File: config.mk
export PLATFORM = sky130hd
export DESIGN_NAME = weight_stream_loader
export DESIGN_NICKNAME = d
export VERILOG_FILES = /design/src/rtl/weight_stream_loader.sv
export SDC_FILE = /design/constraint.sdc
export NUM_CORES = 1
export LEC_CHECK = 0
export ABC_AREA = 0
export ABC_CLOCK_PERIOD_IN_PS = 2600
export BUFFER_PORTS_ARGS = -buffer_cell sky130_fd_sc_hd__buf_2
export CAP_MARGIN = 20
export CORE_MARGIN = 8
export CORE_UTILIZATION = 31
export CTS_CLUSTER_SIZE = 25
export DETAILED_ROUTE_END_ITERATION = 8
export GPL_ROUTABILITY_DRIVEN = 0
export PLACE_DENSITY = 0.6
export SLEW_MARGIN = 20
export SYNTH_ARGS = -nofsm -noshare
export SYNTH_HDL_FRONTEND = slang
export SYNTH_SLANG_ARGS = --single-unit
File: constraint.sdc
create_clock -name clk -period 2.6 [get_ports clk]
set_clock_uncertainty 0.15 [all_clocks]
set_input_delay 0.52 -clock clk [delete_from_list [all_inputs] [get_ports clk]]
set_output_delay 0.52 -clock clk [all_outputs]
set_load 0.03 [all_outputs]
File: src/rtl/weight_stream_loader.sv
// weight_stream_loader
// Collects weight beats from a valid/ready stream, packs BPR beats into one
// N_DIM_ARRAY-wide row and issues a registered row write on the FC or CNN
// weight-memory port. Row address = {bank, base + row index}. The offset wraps
// inside the bank.
// Optional feature macro: WEIGHT_LOADER_AUTO_PINGPONG_EN. When it is defined,
// the bank alternates on every completed load and bank_sel is ignored.
module weight_stream_loader #(
   parameter int N_DIM_ARRAY             = 8,
   parameter int WEIGHT_DATA_WIDTH       = 8,
   parameter int WEIGHT_MEMORY_ADDR_SIZE = 16,
   parameter int IN_WIDTH                = 32
) (
   input  logic                                               clk,
   input  logic                                               reset,
   input  logic                                               start,
   input  logic                                               clear,
   input  logic                                               mode,
   input  logic [WEIGHT_MEMORY_ADDR_SIZE-2:0]                 base_addr,
   input  logic [WEIGHT_MEMORY_ADDR_SIZE-2:0]                 num_rows,
   input  logic                                               bank_sel,
   input  logic                                               s_valid,
   input  logic [IN_WIDTH-1:0]                                s_data,
   output logic                                               s_ready,
   output logic                                               wr_en_fc,
   output logic                                               wr_en_cnn,
   output logic [WEIGHT_MEMORY_ADDR_SIZE-1:0]                 wr_addr,
   output logic signed [N_DIM_ARRAY*WEIGHT_DATA_WIDTH-1:0]    wr_data,
   output logic                                               busy,
   output logic                                               done,
   output logic                                               bank_out
);

   localparam int ROW_W = N_DIM_ARRAY * WEIGHT_DATA_WIDTH;
   localparam int BPR   = ROW_W / IN_WIDTH;
   localparam int BW    = (BPR > 1) ? $clog2(BPR) : 1;
   localparam int OW    = WEIGHT_MEMORY_ADDR_SIZE - 1;

   localparam logic [BW-1:0] BEAT_LAST = BW'(BPR - 1);
   localparam logic [BW-1:0] BEAT_ONE  = BW'(1);
   localparam logic [OW-1:0] OFF_ONE   = OW'(1);

   localparam logic [1:0] ST_IDLE = 2'd0;
   localparam logic [1:0] ST_LOAD = 2'd1;
   localparam logic [1:0] ST_LAST = 2'd2;
   localparam logic [1:0] ST_DONE = 2'd3;

   logic [1:0]       state_r;
   logic [1:0]       state_next_s;
   logic             mode_r;
   logic [OW-1:0]    base_r;
   logic [OW-1:0]    num_rows_r;
   logic             bank_r;
   logic [BW-1:0]    beat_r;
   logic [OW-1:0]    row_idx_r;
   logic [ROW_W-1:0] row_buf_r;
   logic [ROW_W-1:0] row_next_s;
   logic             s_ready_s;
   logic             accept_s;
   logic             row_done_s;
   logic             final_row_s;
   logic             load_bank_s;

`ifdef WEIGHT_LOADER_AUTO_PINGPONG_EN
   logic pp_bank_r;
   logic unused_bank_sel_s;

   // Bank for the next load flips whenever a load reaches DONE; an aborted load keeps it.
   always_ff @(posedge clk or negedge reset) begin
      if (!reset) begin
         pp_bank_r <= 1'b0;
      end else if (!clear && (state_r == ST_DONE)) begin
         pp_bank_r <= ~pp_bank_r;
      end else begin
         pp_bank_r <= pp_bank_r;
      end
   end

   assign load_bank_s       = pp_bank_r;
   assign unused_bank_sel_s = bank_sel;
`else
   assign load_bank_s = bank_sel;
`endif

   // Stream handshake: ready depends only on state and counters, never on s_valid.
   always_comb begin
      s_ready_s   = (state_r == ST_LOAD) && (row_idx_r < num_rows_r);
      accept_s    = s_valid && s_ready_s;
      row_done_s  = accept_s && (beat_r == BEAT_LAST);
      final_row_s = (row_idx_r == (num_rows_r - OFF_ONE));
   end

   // Row image including the beat accepted this cycle; lane l of beat b is element b*lanes+l.
   always_comb begin
      row_next_s = row_buf_r;
      for (int b = 0; b < BPR; b++) begin
         if (accept_s && (beat_r == BW'(b))) begin
            row_next_s[b*IN_WIDTH +: IN_WIDTH] = s_data;
         end else begin
            row_next_s[b*IN_WIDTH +: IN_WIDTH] = row_buf_r[b*IN_WIDTH +: IN_WIDTH];
         end
      end
   end

   // Next-state logic; clear wins over everything, start counts only in IDLE.
   always_comb begin
      state_next_s = state_r;
      if (clear) begin
         state_next_s = ST_IDLE;
      end else begin
         case (state_r)
            ST_IDLE: begin
               if (start) begin
                  state_next_s = (num_rows == {OW{1'b0}}) ? ST_DONE : ST_LOAD;
               end else begin
                  state_next_s = ST_IDLE;
               end
            end
            ST_LOAD: begin
               if (row_done_s && final_row_s) begin
                  state_next_s = ST_LAST;
               end else begin
                  state_next_s = ST_LOAD;
               end
            end
            ST_LAST: state_next_s = ST_DONE;
            ST_DONE: state_next_s = ST_IDLE;
            default: state_next_s = ST_IDLE;
         endcase
      end
   end

   // State, latched load parameters, beat/row counters and the partial row buffer.
   always_ff @(posedge clk or negedge reset) begin
      if (!reset) begin
         state_r    <= ST_IDLE;
         mode_r     <= 1'b0;
         base_r     <= {OW{1'b0}};
         num_rows_r <= {OW{1'b0}};
         bank_r     <= 1'b0;
         beat_r     <= {BW{1'b0}};
         row_idx_r  <= {OW{1'b0}};
         row_buf_r  <= {ROW_W{1'b0}};
      end else if (clear) begin
         state_r   <= ST_IDLE;
         beat_r    <= {BW{1'b0}};
         row_idx_r <= {OW{1'b0}};
      end else begin
         state_r <= state_next_s;
         if ((state_r == ST_IDLE) && start) begin
            mode_r     <= mode;
            base_r     <= base_addr;
            num_rows_r <= num_rows;
            bank_r     <= load_bank_s;
            beat_r     <= {BW{1'b0}};
            row_idx_r  <= {OW{1'b0}};
         end else if (accept_s) begin
            row_buf_r <= row_next_s;
            if (row_done_s) begin
               beat_r    <= {BW{1'b0}};
               row_idx_r <= row_idx_r + OFF_ONE;
            end else begin
               beat_r <= beat_r + BEAT_ONE;
            end
         end
      end
   end

   // Registered write port and status; wr_addr/wr_data hold between writes.
   always_ff @(posedge clk or negedge reset) begin
      if (!reset) begin
         wr_en_fc  <= 1'b0;
         wr_en_cnn <= 1'b0;
         wr_addr   <= {WEIGHT_MEMORY_ADDR_SIZE{1'b0}};
         wr_data   <= {ROW_W{1'b0}};
         busy      <= 1'b0;
         done      <= 1'b0;
      end else begin
         busy <= (state_next_s != ST_IDLE);
         done <= (state_next_s == ST_DONE);
         if (row_done_s && !clear) begin
            wr_en_fc  <= ~mode_r;
            wr_en_cnn <= mode_r;
            wr_addr   <= {bank_r, base_r + row_idx_r};
            wr_data   <= row_next_s;
         end else begin
            wr_en_fc  <= 1'b0;
            wr_en_cnn <= 1'b0;
         end
      end
   end

   assign s_ready  = s_ready_s;
   assign bank_out = bank_r;

endmodule

# Word level (Yosys, flattened, before mapping)
# Cells that the tools add are included.
[word_totals] n_memories=0 ramBits=0 mem_bits_ro=0 ff_bits=198 latchBits=0
[op_classes] n_mux=18 shifts=0 multipliers=0 reduce_logical=16 bitwise_logic=4 add_sub_neg=4 div=0 eq_ne=5 magnitude_cmp=1
[op_table] op="$mux 32" count=2
[op_table] op="$mux 15" count=4
[op_table] op="$add 15x1->15 const B" count=1
[op_table] op="$add 15x15->15" count=1
[op_table] op="$eq 15x15->1" count=1
[op_table] op="$logic_not 15->1" count=1
[op_table] op="$lt 15x15->1" count=1
[op_table] op="$sub 15x1->15 const B" count=1
[op_table] op="$mux 2" count=5
[op_table] op="$pmux 2 s4" count=1
[op_table] op="$logic_and 1x1->1" count=7
[op_table] op="$eq 2x2->1 const B" count=3
[op_table] op="$mux 1" count=6
[op_table] op="$reduce_bool 3->1" count=2
[op_table] op="$not 1->1" count=4
[op_table] op="$reduce_and 2->1" count=2
[op_table] op="$reduce_and 3->1" count=1
[op_table] op="$eq 2x1->1 const B" count=1
[op_table] op="$logic_not 2->1" count=1
[op_table] op="$reduce_bool 2->1" count=1
[op_table] op="$add 1x1->1 const B" count=1
[op_table] op="$logic_not 1->1" count=1

# Longest topological paths before layout
# Gate-level depths: netlist (run 1).
[logic_depth] word_depth=9 mapped_depth=12 mapped_depth_nobuf=10

# Worst setup path before layout (run 1)
# OpenSTA, ideal clock, no wires.
[synth_timing] path_type="register -> register" from="register row_idx_r[1]" to="register wr_data[55]" n_path_buf=3 period_less_slack_ns=2.901 stages_incl_launch_ff=12 arrival_time_ns=2.624 slack_ns=-0.301 path_cell_list="dfrtp_1 > ha_1 > nor2b_1 > o21a_1 > o2111ai_1 > a21oi_1 > or3_4 > or2_1 > buf_2 > buf_6 > buf_2 > mux2_1"
[synth_between] elab_chain_len=5 word_cells_on_any_way=6 classes_between="1 x order compare; 1 x mux; 4 x reduce/logical"
[synth_lines] item="from (decl)" line_no="55" source="logic [OW-1:0] row_idx_r;"
[synth_lines] item="from (signal assigned)" line_no="142" source="row_idx_r <= {OW{1'b0}};"
[synth_lines] item="from (signal assigned)" line_no="147" source="row_idx_r <= {OW{1'b0}};"
[synth_lines] item="from (signal assigned)" line_no="156" source="row_idx_r <= {OW{1'b0}};"
[synth_lines] item="$lt 15x15->1 *" line_no="87" source="s_ready_s = (state_r == ST_LOAD) && (row_idx_r < num_rows_r);"
[synth_lines] item="$logic_and 1x1->1 *" line_no="87"
[synth_lines] item="$logic_and 1x1->1 *" line_no="88" source="accept_s = s_valid && s_ready_s;"
[synth_lines] item="$logic_and 1x1->1 *" line_no="89, 97"
[synth_lines] item="$mux 32 or $logic_and 1x1->1 (tied branches)" line_no="97, 181"
[synth_lines] item="to (signal assigned)" line_no="175" source="wr_data <= {ROW_W{1'b0}};"
[synth_lines] item="to (signal assigned)" line_no="185" source="wr_data <= row_next_s;"
[synth_lines] item="to (decl)" line_no="28" source="output logic signed [N_DIM_ARRAY*WEIGHT_DATA_WIDTH-1:0] wr_data,"
# Every way passes the cells marked *; elsewhere a longest branch is shown, timed or not.
# A chain may end at the register's enable or synchronous reset.

# Final worst setup path (run 1)
[layout_timing] from="register row_idx_r[12]" to="register wr_data[46]"
# The elaborated chain is that of the path after synthesis.

==> results of run 1 <==
[path summary, 6_finish.rpt]
path                       cells past startpoint  slack (ps)                      start                        to
setup / recovery                              11        -310  row_idx_r[12]$_DFFE_PN0P_   wr_data[46]$_DFFE_PN0P_
hold / removal                                 3         150                       mode        mode_r$_DFFE_PN0P_
setup reg to reg                              11        -310  row_idx_r[12]$_DFFE_PN0P_   wr_data[46]$_DFFE_PN0P_
hold reg to reg                                1         280         mode_r$_DFFE_PN0P_        wr_en_fc$_DFF_PN0_
max in group asynchronous                      3        1190                      reset    wr_addr[9]$_DFFE_PN0P_
min in group asynchronous                      2         430                      reset  row_buf_r[4]$_DFFE_PN0P_
[repair_timing]
action	CTS	global route
hold endpoints to repair	39	0
setup endpoints to repair	126	131
buffers inserted	17	7
resized for setup	67	37
hold buffers	1	0
pin swaps	24	26
cloned	15	1
[per-layer routing]
layer | up-vias | wire, um
met5 | - | 10
met4 | 2 | 440
met3 | 26 | 699
met2 | 114 | 11180
met1 | 2945 | 10110
li1 | 2803 | -
[power by group through the flow]
stage	Combinational, mW	Clock (mW)	Sequential, mW
after floorplan	0.782	0	3.48
after global placement	1.62	0	3.24
after detailed placement	1.65	0	3.26
after CTS	1.73	2.54	3.21
after global routing	1.90	2.65	3.27
final	1.74	2.48	3.21
[synth_stat cells (all sizes together), types with 2 or more instances]
cell | count | area [um2]
mux2 | 121 | 1363
a21o | 8 | 60.06
inv | 23 | 86.33
nand2b | 3 | 18.77
nand4 | 7 | 43.79
ha | 31 | 387.9
a211oi | 5 | 37.54
nor4 | 8 | 65.06
or4 | 11 | 86.33
a21oi | 23 | 118.9
a211o | 3 | 26.28
a31oi | 6 | 37.54
o31ai | 10 | 75.07
and4 | 3 | 26.28
xor2 | 7 | 61.31
nand2 | 33 | 123.9
and3 | 3 | 20.02
clkbuf | 12 | 45.04
o21ai | 40 | 200.2
or3 | 6 | 42.54
nor3 | 6 | 30.03
o21a | 6 | 45.04
nor2b | 3 | 18.77
nor2 | 20 | 75.07
buf | 16 | 86.33
nand3 | 10 | 50.05
xnor2 | 23 | 201.4
or2 | 2 | 12.52
nor4b | 3 | 26.28
dfrtp | 166 | 4154
[logic make-up (layout without fill, tap and decap cells)]
kind of cell	count (synthesis)	in the layout
AO/OA/AOI/OAI	114	114
XOR/XNOR	30	30
buffers and inverters	51	301
flip-flops	166	166
other	0	1
adder cells (fa/ha/maj)	32	32
AND/OR/NAND/NOR	122	124
multiplexers	122	122
[through the flow]
stage | power (mW) | std cells
after detailed placement | 4.904 | 1157
after global placement | 4.856 | 1157
after global routing | 7.817 | 1220
after CTS | 7.476 | 1221
after floorplan | 4.259 | 637
final | 7.435 | 1220
[sequential cells by signal (all words and copies together), names as in the netlist, 2 cells and up]
name and count:
wr_addr 16, base_r 15, wr_data 64, state_r 2, row_idx_r 15, num_rows_r 15, row_buf_r 32
[tightest hold or removal path: stages]
cell and delay, ps:
buf_2 80, nand2_1 40, o21ai_0 60
[layout make-up]
class                   count  share of cell area (%)
diodes                      1                 0.02322
clock buffers              17                   3.948
clock inverters            15                   1.486
inverters                  23                  0.8011
multi-input cells         422                   34.70
flip-flops and latches    166                   38.56
well taps                 330                   3.831
repair buffers            246                   16.65
==> flow_metrics.env, run 1 <==
export IMPL_outcome="complete, but fails checks"
export IMPL_violations="setup timing"
export IMPL_drtIter0Drc=179
export IMPL_post_drt_wl_per_cell_um=18.39
export IMPL_swShare_pct=31.66
export IMPL_finalWorstSetupSlack_ps=-314.5
export IMPL_top_usage_layer="met2"
export IMPL_grt_pass1_wl_um=35630
export IMPL_drc_errors=0
export IMPL_die_h_um=174.7
export IMPL_setup_worst_path_end_class="register"
export IMPL_dpl_cell_area_um2=9457
export IMPL_slowest_stage="or3_4"
export IMPL_multi_input_area_um2=3740
export IMPL_crit_arrival_ps=3080
export IMPL_power_leakage_nw=5.370
export IMPL_cpPeakStageDelay_ps=420
export IMPL_via_per_inst=4.828
export IMPL_p_comb_share_pct=23.4
export IMPL_start_util_pct=31.28
export IMPL_setup_violations=99
export IMPL_fin_hold_ws_ps=152.3
export IMPL_critical_path_class="register to register"
export IMPL_cts_sinks=166
export IMPL_synth_fa_ha_area_share_pct=5.224
export IMPL_crit_chain="ha_4 -> a21o_1 -> a21o_1 -> a21oi_2 -> nand3_1 -> or3_4 -> buf_6 -> or2_4 -> buf_12 -> buf_12 -> mux2_4"
export IMPL_p_clk_share_pct=33.4
export IMPL_drt_pass1_iter_count=4
export IMPL_grt_overflow=0
export IMPL_synth_compound_area_share_pct=9.181
export IMPL_startpoint_type="register"
export IMPL_port_buffers=154
export IMPL_synth_mux_area_share_pct=17.58
export IMPL_pre_cts_ws_ps=-169.9
export IMPL_syn_cell_area_um2=7809
export IMPL_drt_total_wl_um=22430
export IMPL_grt_use_total_pct=14.83
export IMPL_synth_top_family_by_area="multiplexers"
export IMPL_maxCapViolCount=0
export IMPL_syn_inst=637
export IMPL_synth_xor_area_share_pct=3.365
export IMPL_synth_simple_area_share_pct=8.668
export IMPL_critPathBufInv=3
export IMPL_synth_cell_types=59
export IMPL_drive_above_1_share_pct=51.41
export IMPL_hp_class="input port to register"
export IMPL_synth_ff_latch_count=166
export IMPL_internal_power_mw=5.081
export IMPL_tightestPinTransition_ps=522.2
export IMPL_postLayoutCoreUtil_pct=43.17
export IMPL_grt_pass1_vias=6263
export IMPL_rows=58
export IMPL_fin_area_um2=10780
export IMPL_synthFlopType="dfrtp_1"
export IMPL_grt_max_degree=45
export IMPL_cts_max_level=4
export IMPL_final_common_cell="dfrtp_1"
export IMPL_area_delta_synth_final_pct=38.01
export IMPL_antenna_found_initial=2
export IMPL_yosysSeqAreaShare_pct=53.20
export IMPL_final_cell_mix="dfrtp_1 (165), buf_2 (152), mux2_2 (111)"
export IMPL_powerDensity_nw_per_um2=689.9
export IMPL_synth_nets=738
export IMPL_clk_latency_ps=430
export IMPL_worst_ir_drop_vdd_uv=407.6
export IMPL_maxSlewHeadroom_pct=65.19
export IMPL_vias=5890
export IMPL_core_area_um2=24960
export IMPL_final_fill_count=2370
export IMPL_synth_edf_count=0
export IMPL_use_met3_pct=3.108
export IMPL_cts_made_buffers=17
export IMPL_fmax_ghz=0.3431
export IMPL_final_antenna_net_count=0
export IMPL_hold_viol_final=0
export IMPL_power_frac_seq_pct=43.2
export IMPL_clk_pin_slew_worst_paths_ps=70
export IMPL_chipWidth_um=174.7
export IMPL_hpwl_um=15680
export IMPL_cp_required_ps=2760
export IMPL_timing_final_crit_share_pct=112.1
export IMPL_avgSynthCellArea_um2=12.26
export IMPL_fp_dieArea_um2=30520
export IMPL_path_delay_family="simple AND/OR/NAND/NOR gates"
export IMPL_cts_root_buf="clkbuf_16"
export IMPL_synth_warnings=0
export IMPL_cp_max_fo=5
export IMPL_synthArstFlopShare_pct=100.0
export IMPL_finalMaxSlewViolations=0
export IMPL_finalSetupTns_ps=-19230
export IMPL_io_pins=155
export IMPL_rsz0062_at_grt="true"
export IMPL_nets=977
export IMPL_cts_path_max_buffers=2
export IMPL_cts_tree="yes"
export IMPL_regArea_um2=4155
export IMPL_met1_usage_pct=18.52
export IMPL_power_switching_mw=2.354
export IMPL_min_period_ps=2914
export IMPL_use_met2_pct=24.95
(Power assumes the default switching activity.)
==> inputs of run 2 (changes only) <==
CORE_ASPECT_RATIO = 0.75   (was unset)
==> flow_metrics.env, run 2 (synthesis gave the netlist of run 1 again) <==
export IMPL_slowest_stage="or3_4"
export IMPL_final_cell_mix="dfrtp_1 (165), buf_2 (152), mux2_2 (119)"
export IMPL_multi_input_area_um2=3779
export IMPL_rsz0062_at_grt="true"
export IMPL_port_buffers=154
export IMPL_reg_largest_list="wr_data: 64 flops, row_buf_r: 32 flops, wr_addr: 16 flops"
export IMPL_powerDensity_nw_per_um2=676.6
export IMPL_use_met2_pct=20.08
export IMPL_drt_pass1_iter_count=4
export IMPL_setup_violations=124
export IMPL_grt_use_total_pct=14.54
export IMPL_holdPathStages=2
export IMPL_whs_endpoint="base_r[11]$_DFFE_PN0P_"
export IMPL_worst_ir_drop_vdd_uv=416.2
export IMPL_cts_path_max_buffers=2
export IMPL_drc_errors=0
export IMPL_cp_max_fo=5
export IMPL_maxSlewHeadroom_pct=58.29
export IMPL_final_common_cell="dfrtp_1"
export IMPL_cts_made_buffers=17
export IMPL_grt_pass1_wl_um=34590
export IMPL_finalMaxSlewViolations=0
export IMPL_fmax_ghz=0.3413
export IMPL_via_per_inst=4.790
export IMPL_final_cell_count_no_fill=1241
export IMPL_clk_latency_ps=430
export IMPL_start_util_pct=31.44
export IMPL_final_antenna_net_count=0
export IMPL_min_from="base_addr[11]"
export IMPL_hpwl_um=15590
export IMPL_regArea_um2=4155
export IMPL_r2r_slack_ps=-330
export IMPL_clk_pin_slew_worst_paths_ps=70
export IMPL_worstReg2RegEnd="row_idx_r[7]$_DFFE_PN0P_"
export IMPL_reg2reg_from="num_rows_r[4]$_DFFE_PN0P_"
export IMPL_drtIter0Drc=264
export IMPL_fin_area_um2=10980
export IMPL_drive_above_1_share_pct=53.27
export IMPL_crit_chain="inv_1 -> ha_4 -> a21o_1 -> a211oi_2 -> a21oi_2 -> buf_4 -> or3_4 -> buf_12 -> buf_8 -> buf_16 -> buf_8 -> o31ai_4 -> a21oi_2"
export IMPL_cts_root_buf="clkbuf_16"
export IMPL_nets=993
export IMPL_top_register="wr_data"
export IMPL_fp_dieArea_um2=30580
export IMPL_setup_worst_path_end_class="register"
export IMPL_hp_class="input port to register"
export IMPL_critPathBufInv=6
export IMPL_post_drt_wl_per_cell_um=18.10
export IMPL_violations="setup timing"
export IMPL_reg2regPathDepth=13
export IMPL_cts_max_level=4
export IMPL_largest_reg_flops=64
export IMPL_cpPeakStageDelay_ps=390
export IMPL_maxCapViolCount=0
export IMPL_finalWorstSetupSlack_ps=-329.8
export IMPL_drt_total_wl_um=22460
export IMPL_cp_required_ps=2760
export IMPL_path_delay_family="compound AO/OA/AOI/OAI gates"
export IMPL_core_area_um2=24840
export IMPL_antenna_cells=0
export IMPL_top_usage_layer="met1"
export IMPL_power_mw=7.432
export IMPL_startpoint_type="register"
export IMPL_cts_sinks=166
export IMPL_antenna_found_initial=0
export IMPL_dp_cells=1178
export IMPL_vias=5945
export IMPL_crit_arrival_ps=3090
export IMPL_area_delta_synth_final_pct=40.67
export IMPL_critical_path_class="register to register"
export IMPL_outcome="complete, but fails checks"
export IMPL_timing_final_crit_share_pct=112.7
export IMPL_dpl_cell_area_um2=9539
export IMPL_grt_overflow=0
export IMPL_die_h_um=153.5
export IMPL_cts_tree="yes"
export IMPL_use_met3_pct=4.827
export IMPL_final_fill_count=2333
export IMPL_grt_max_degree=55
export IMPL_tightestPinTransition_ps=623.9
export IMPL_met1_usage_pct=21.50
export IMPL_hold_viol_final=0
export IMPL_io_pins=155
export IMPL_pre_cts_ws_ps=-173.2
export IMPL_chipWidth_um=199.3
export IMPL_power_leakage_nw=5.448
export IMPL_min_period_ps=2930
export IMPL_rows=50
export IMPL_grt_pass1_vias=6047
==> run 2: cell types whose count changed in the layout (fill, tap and decap cells not counted), sizes merged, moves of 2 or more <==
cell	change
buf	+16
clkbuf	+5
clkinv	-2
inv	-5
==> run 2: worst max-delay path by stage <==
stage / slack [ps] / from / endpoint / cells past startpoint
after floorplan: -250 / row_idx_r[12]$_DFFE_PN0P_ / wr_data[55]$_DFFE_PN0P_ / 11
after global placement: -130 / row_idx_r[12]$_DFFE_PN0P_ / wr_data[55]$_DFFE_PN0P_ / 9
after detailed placement: -170 / num_rows_r[12]$_DFFE_PN0P_ / row_idx_r[8]$_DFFE_PN0P_ / 10
after CTS: -350 / num_rows_r[1]$_DFFE_PN0P_ / s_ready / 9
after global routing: -430 / num_rows_r[4]$_DFFE_PN0P_ / row_idx_r[7]$_DFFE_PN0P_ / 13
final: -330 / num_rows_r[4]$_DFFE_PN0P_ / row_idx_r[7]$_DFFE_PN0P_ / 13
==> run 2: cell type report <==
type / instances / area share [%]
Inverter: 23 / 0.7860
Tap cell: 338 / 3.850
Timing Repair Buffer: 263 / 18.05
Multi-Input combinational cell: 421 / 34.40
Clock inverter: 10 / 0.9227
Sequential cell: 166 / 37.83
Clock buffer: 20 / 4.158
==> run 2: power by group <==
group	internal, mW	switching, mW	total, mW
sequential	3.00	0.220	3.22
clock	1.37	1.07	2.43
combinational	0.834	0.945	1.78
==> run 2: per-layer routing <==
layer	part of all wire [%]	up-vias
li1	-	2838
met1	49	2950
met2	42	147
met3	7.9	10
met4	0.67	0
met5	0	-
==> run 2: stage by stage <==
stage | utilization (%) | TNS [ps] | hold slack (ps)
finish | 44.23 | -29890 | 167.3
global route | 44.23 | -41160 | 147.0
CTS | 42.96 | -30200 | 146.6
detailed placement | 38.41 | -12720 | 270.5
global placement | 38.41 | -9291 | 259.6
floorplan | - | -13730 | 74.41
==> run 2: what timing repair did <==
| item | 4_1_cts | 5_1_grt |
|---|---|---|
| cloned | 8 | 4 |
| gates resized for setup | 83 | 36 |
| pin swaps | 29 | 20 |
| setup buffers | 12 | 9 |
| endpoints found under the setup margin | 129 | 131 |
| hold endpoints to repair | 47 | 0 |
| hold buffers | 1 | 0 |
==> inputs of run 3 (changes only) <==
GPL_TIMING_DRIVEN = 0   (was unset)
==> flow_metrics.env, run 3 (synthesis gave the netlist of run 1 again) <==
export IMPL_setup_worst_path_end_class="output pin"
export IMPL_hp_class="input port to register"
export IMPL_clk_pin_slew_worst_paths_ps=80
export IMPL_pre_cts_ws_ps=-686.8
export IMPL_area_delta_synth_final_pct=33.52
export IMPL_io_pins=155
export IMPL_cts_tree="yes"
export IMPL_grt_pass1_wl_um=34110
export IMPL_port_buffers=154
export IMPL_vias=5837
export IMPL_top_register="wr_data"
export IMPL_critical_path_class="register to output pin"
export IMPL_cpPeakStageDelay_ps=490
export IMPL_nets=945
export IMPL_drt_total_wl_um=22070
export IMPL_finalMaxSlewViolations=0
export IMPL_fp_dieArea_um2=30580
export IMPL_min_period_ps=2951
export IMPL_hpwl_um=15620
export IMPL_largest_reg_flops=64
export IMPL_final_common_cell="buf_2"
export IMPL_cp_max_fo=5
export IMPL_final_antenna_net_count=0
export IMPL_rows=50
export IMPL_reg_largest_list="wr_data: 64 flops, row_buf_r: 32 flops, wr_addr: 16 flops"
export IMPL_drt_pass1_iter_count=5
export IMPL_reg2regPathDepth=9
export IMPL_drc_errors=0
export IMPL_setup_violations=132
export IMPL_grt_max_degree=85
export IMPL_cts_path_max_buffers=2
export IMPL_startpoint_type="register"
export IMPL_grt_overflow=0
export IMPL_fmax_ghz=0.3389
export IMPL_outcome="complete, but fails checks"
export IMPL_crit_arrival_ps=2280
export IMPL_r2r_slack_ps=-310
export IMPL_core_area_um2=24840
export IMPL_grt_pass1_vias=6061
export IMPL_maxSlewHeadroom_pct=49.29
export IMPL_slowest_stage="dfrtp_2"
export IMPL_power_mw=7.400
export IMPL_clk_latency_ps=430
export IMPL_maxCapViolCount=0
export IMPL_regArea_um2=4173
export IMPL_final_cell_mix="buf_2 (157), dfrtp_1 (151), mux2_2 (119)"
export IMPL_antenna_found_initial=2
export IMPL_tightestPinTransition_ps=760.6
export IMPL_start_util_pct=31.44
export IMPL_grt_use_total_pct=14.37
export IMPL_cts_sinks=166
export IMPL_cp_required_ps=1930
export IMPL_die_h_um=153.5
export IMPL_holdPathStages=2
export IMPL_cts_made_buffers=17
export IMPL_violations="setup timing"
export IMPL_post_drt_wl_per_cell_um=18.47
export IMPL_via_per_inst=4.885
export IMPL_finalWorstSetupSlack_ps=-350.8
export IMPL_multi_input_area_um2=3730
export IMPL_powerDensity_nw_per_um2=709.8
export IMPL_finalSetupTns_ps=-28520
export IMPL_drtIter0Drc=287
export IMPL_power_leakage_nw=5.065
export IMPL_cts_root_buf="clkbuf_16"
export IMPL_cts_max_level=4
export IMPL_final_fill_count=2436
export IMPL_crit_chain="ha_4 -> nand4_1 -> nor2_1 -> o21ai_0 -> a21oi_2 -> buf_6 -> nor3b_2 -> buf_4"
export IMPL_timing_final_crit_share_pct=113.5
export IMPL_rsz0062_at_grt="true"
export IMPL_worst_ir_drop_vdd_uv=415.8
export IMPL_chipWidth_um=199.3
export IMPL_drive_above_1_share_pct=50.35
export IMPL_hold_viol_final=0
## run 3: worst paths after layout
| check | startpoint | to |
|---|---|---|
| worst max-delay path | row_idx_r[14]$_DFFE_PN0P_ | s_ready |
| worst min-delay path | base_addr[0] | base_r[0]$_DFFE_PN0P_ |
| worst max register to register | row_idx_r[5]$_DFFE_PN0P_ | wr_data[55]$_DFFE_PN0P_ |
| worst min register to register | mode_r$_DFFE_PN0P_ | wr_en_fc$_DFF_PN0_ |
| max in group asynchronous | reset | num_rows_r[10]$_DFFE_PN0P_ |
| min in group asynchronous | reset | wr_data[20]$_DFFE_PN0P_ |
## run 3: cell type report
class | count | share of cell area (%)
antenna | 1 | 0.02400
buffer | 27 | 2.460
clock buffer | 19 | 4.152
clock inverter | 12 | 1.404
inverter | 23 | 0.8280
multi-input combinational | 420 | 35.77
sequential | 166 | 40.02
tap | 338 | 4.056
timing repair buffer | 189 | 11.28
## run 3: where the power goes
part	internal [mW]	switching (mW)	total [mW]
sequential	3.00	0.251	3.25
clock	1.43	1.11	2.53
combinational	0.720	0.893	1.61
total	5.15	2.25	7.40
## run 3: layer usage
layer / share of wire, % / global-route usage (%)
met1: 49 / 20.00
met2: 42 / 20.63
met3: 7.5 / 5.463
met4: 0.90 / 3.487
met5: 0.14 / 0
## run 3: timing repair
action	4_1_cts	5_1_grt
gates resized for setup	83	51
endpoints found under the hold margin	82	0
pin swaps	21	18
cloned	2	1
setup buffers	26	7
hold buffers	1	0
endpoints found under the setup margin	131	142
## run 3: critical path, delay by kind of cell, from the launching register on
family          cells  cell delay [ps]
compound gates      2              290
simple gates        3              430
flops               1              490
fa+ha+maj           1              310
buf+inv             2              330
## run 3: per-stage QoR
step                      hold slack [ps]  util, %  area [um2]  cells
after global placement              261.6    36.38        9036   1129
after CTS                           138.3    41.04       10190   1189
final                               162.1    41.98       10430   1195
after global routing                140.8    41.97       10420   1194
after floorplan                     74.41        -        7843    637
after detailed placement            266.2    36.53        9074   1130
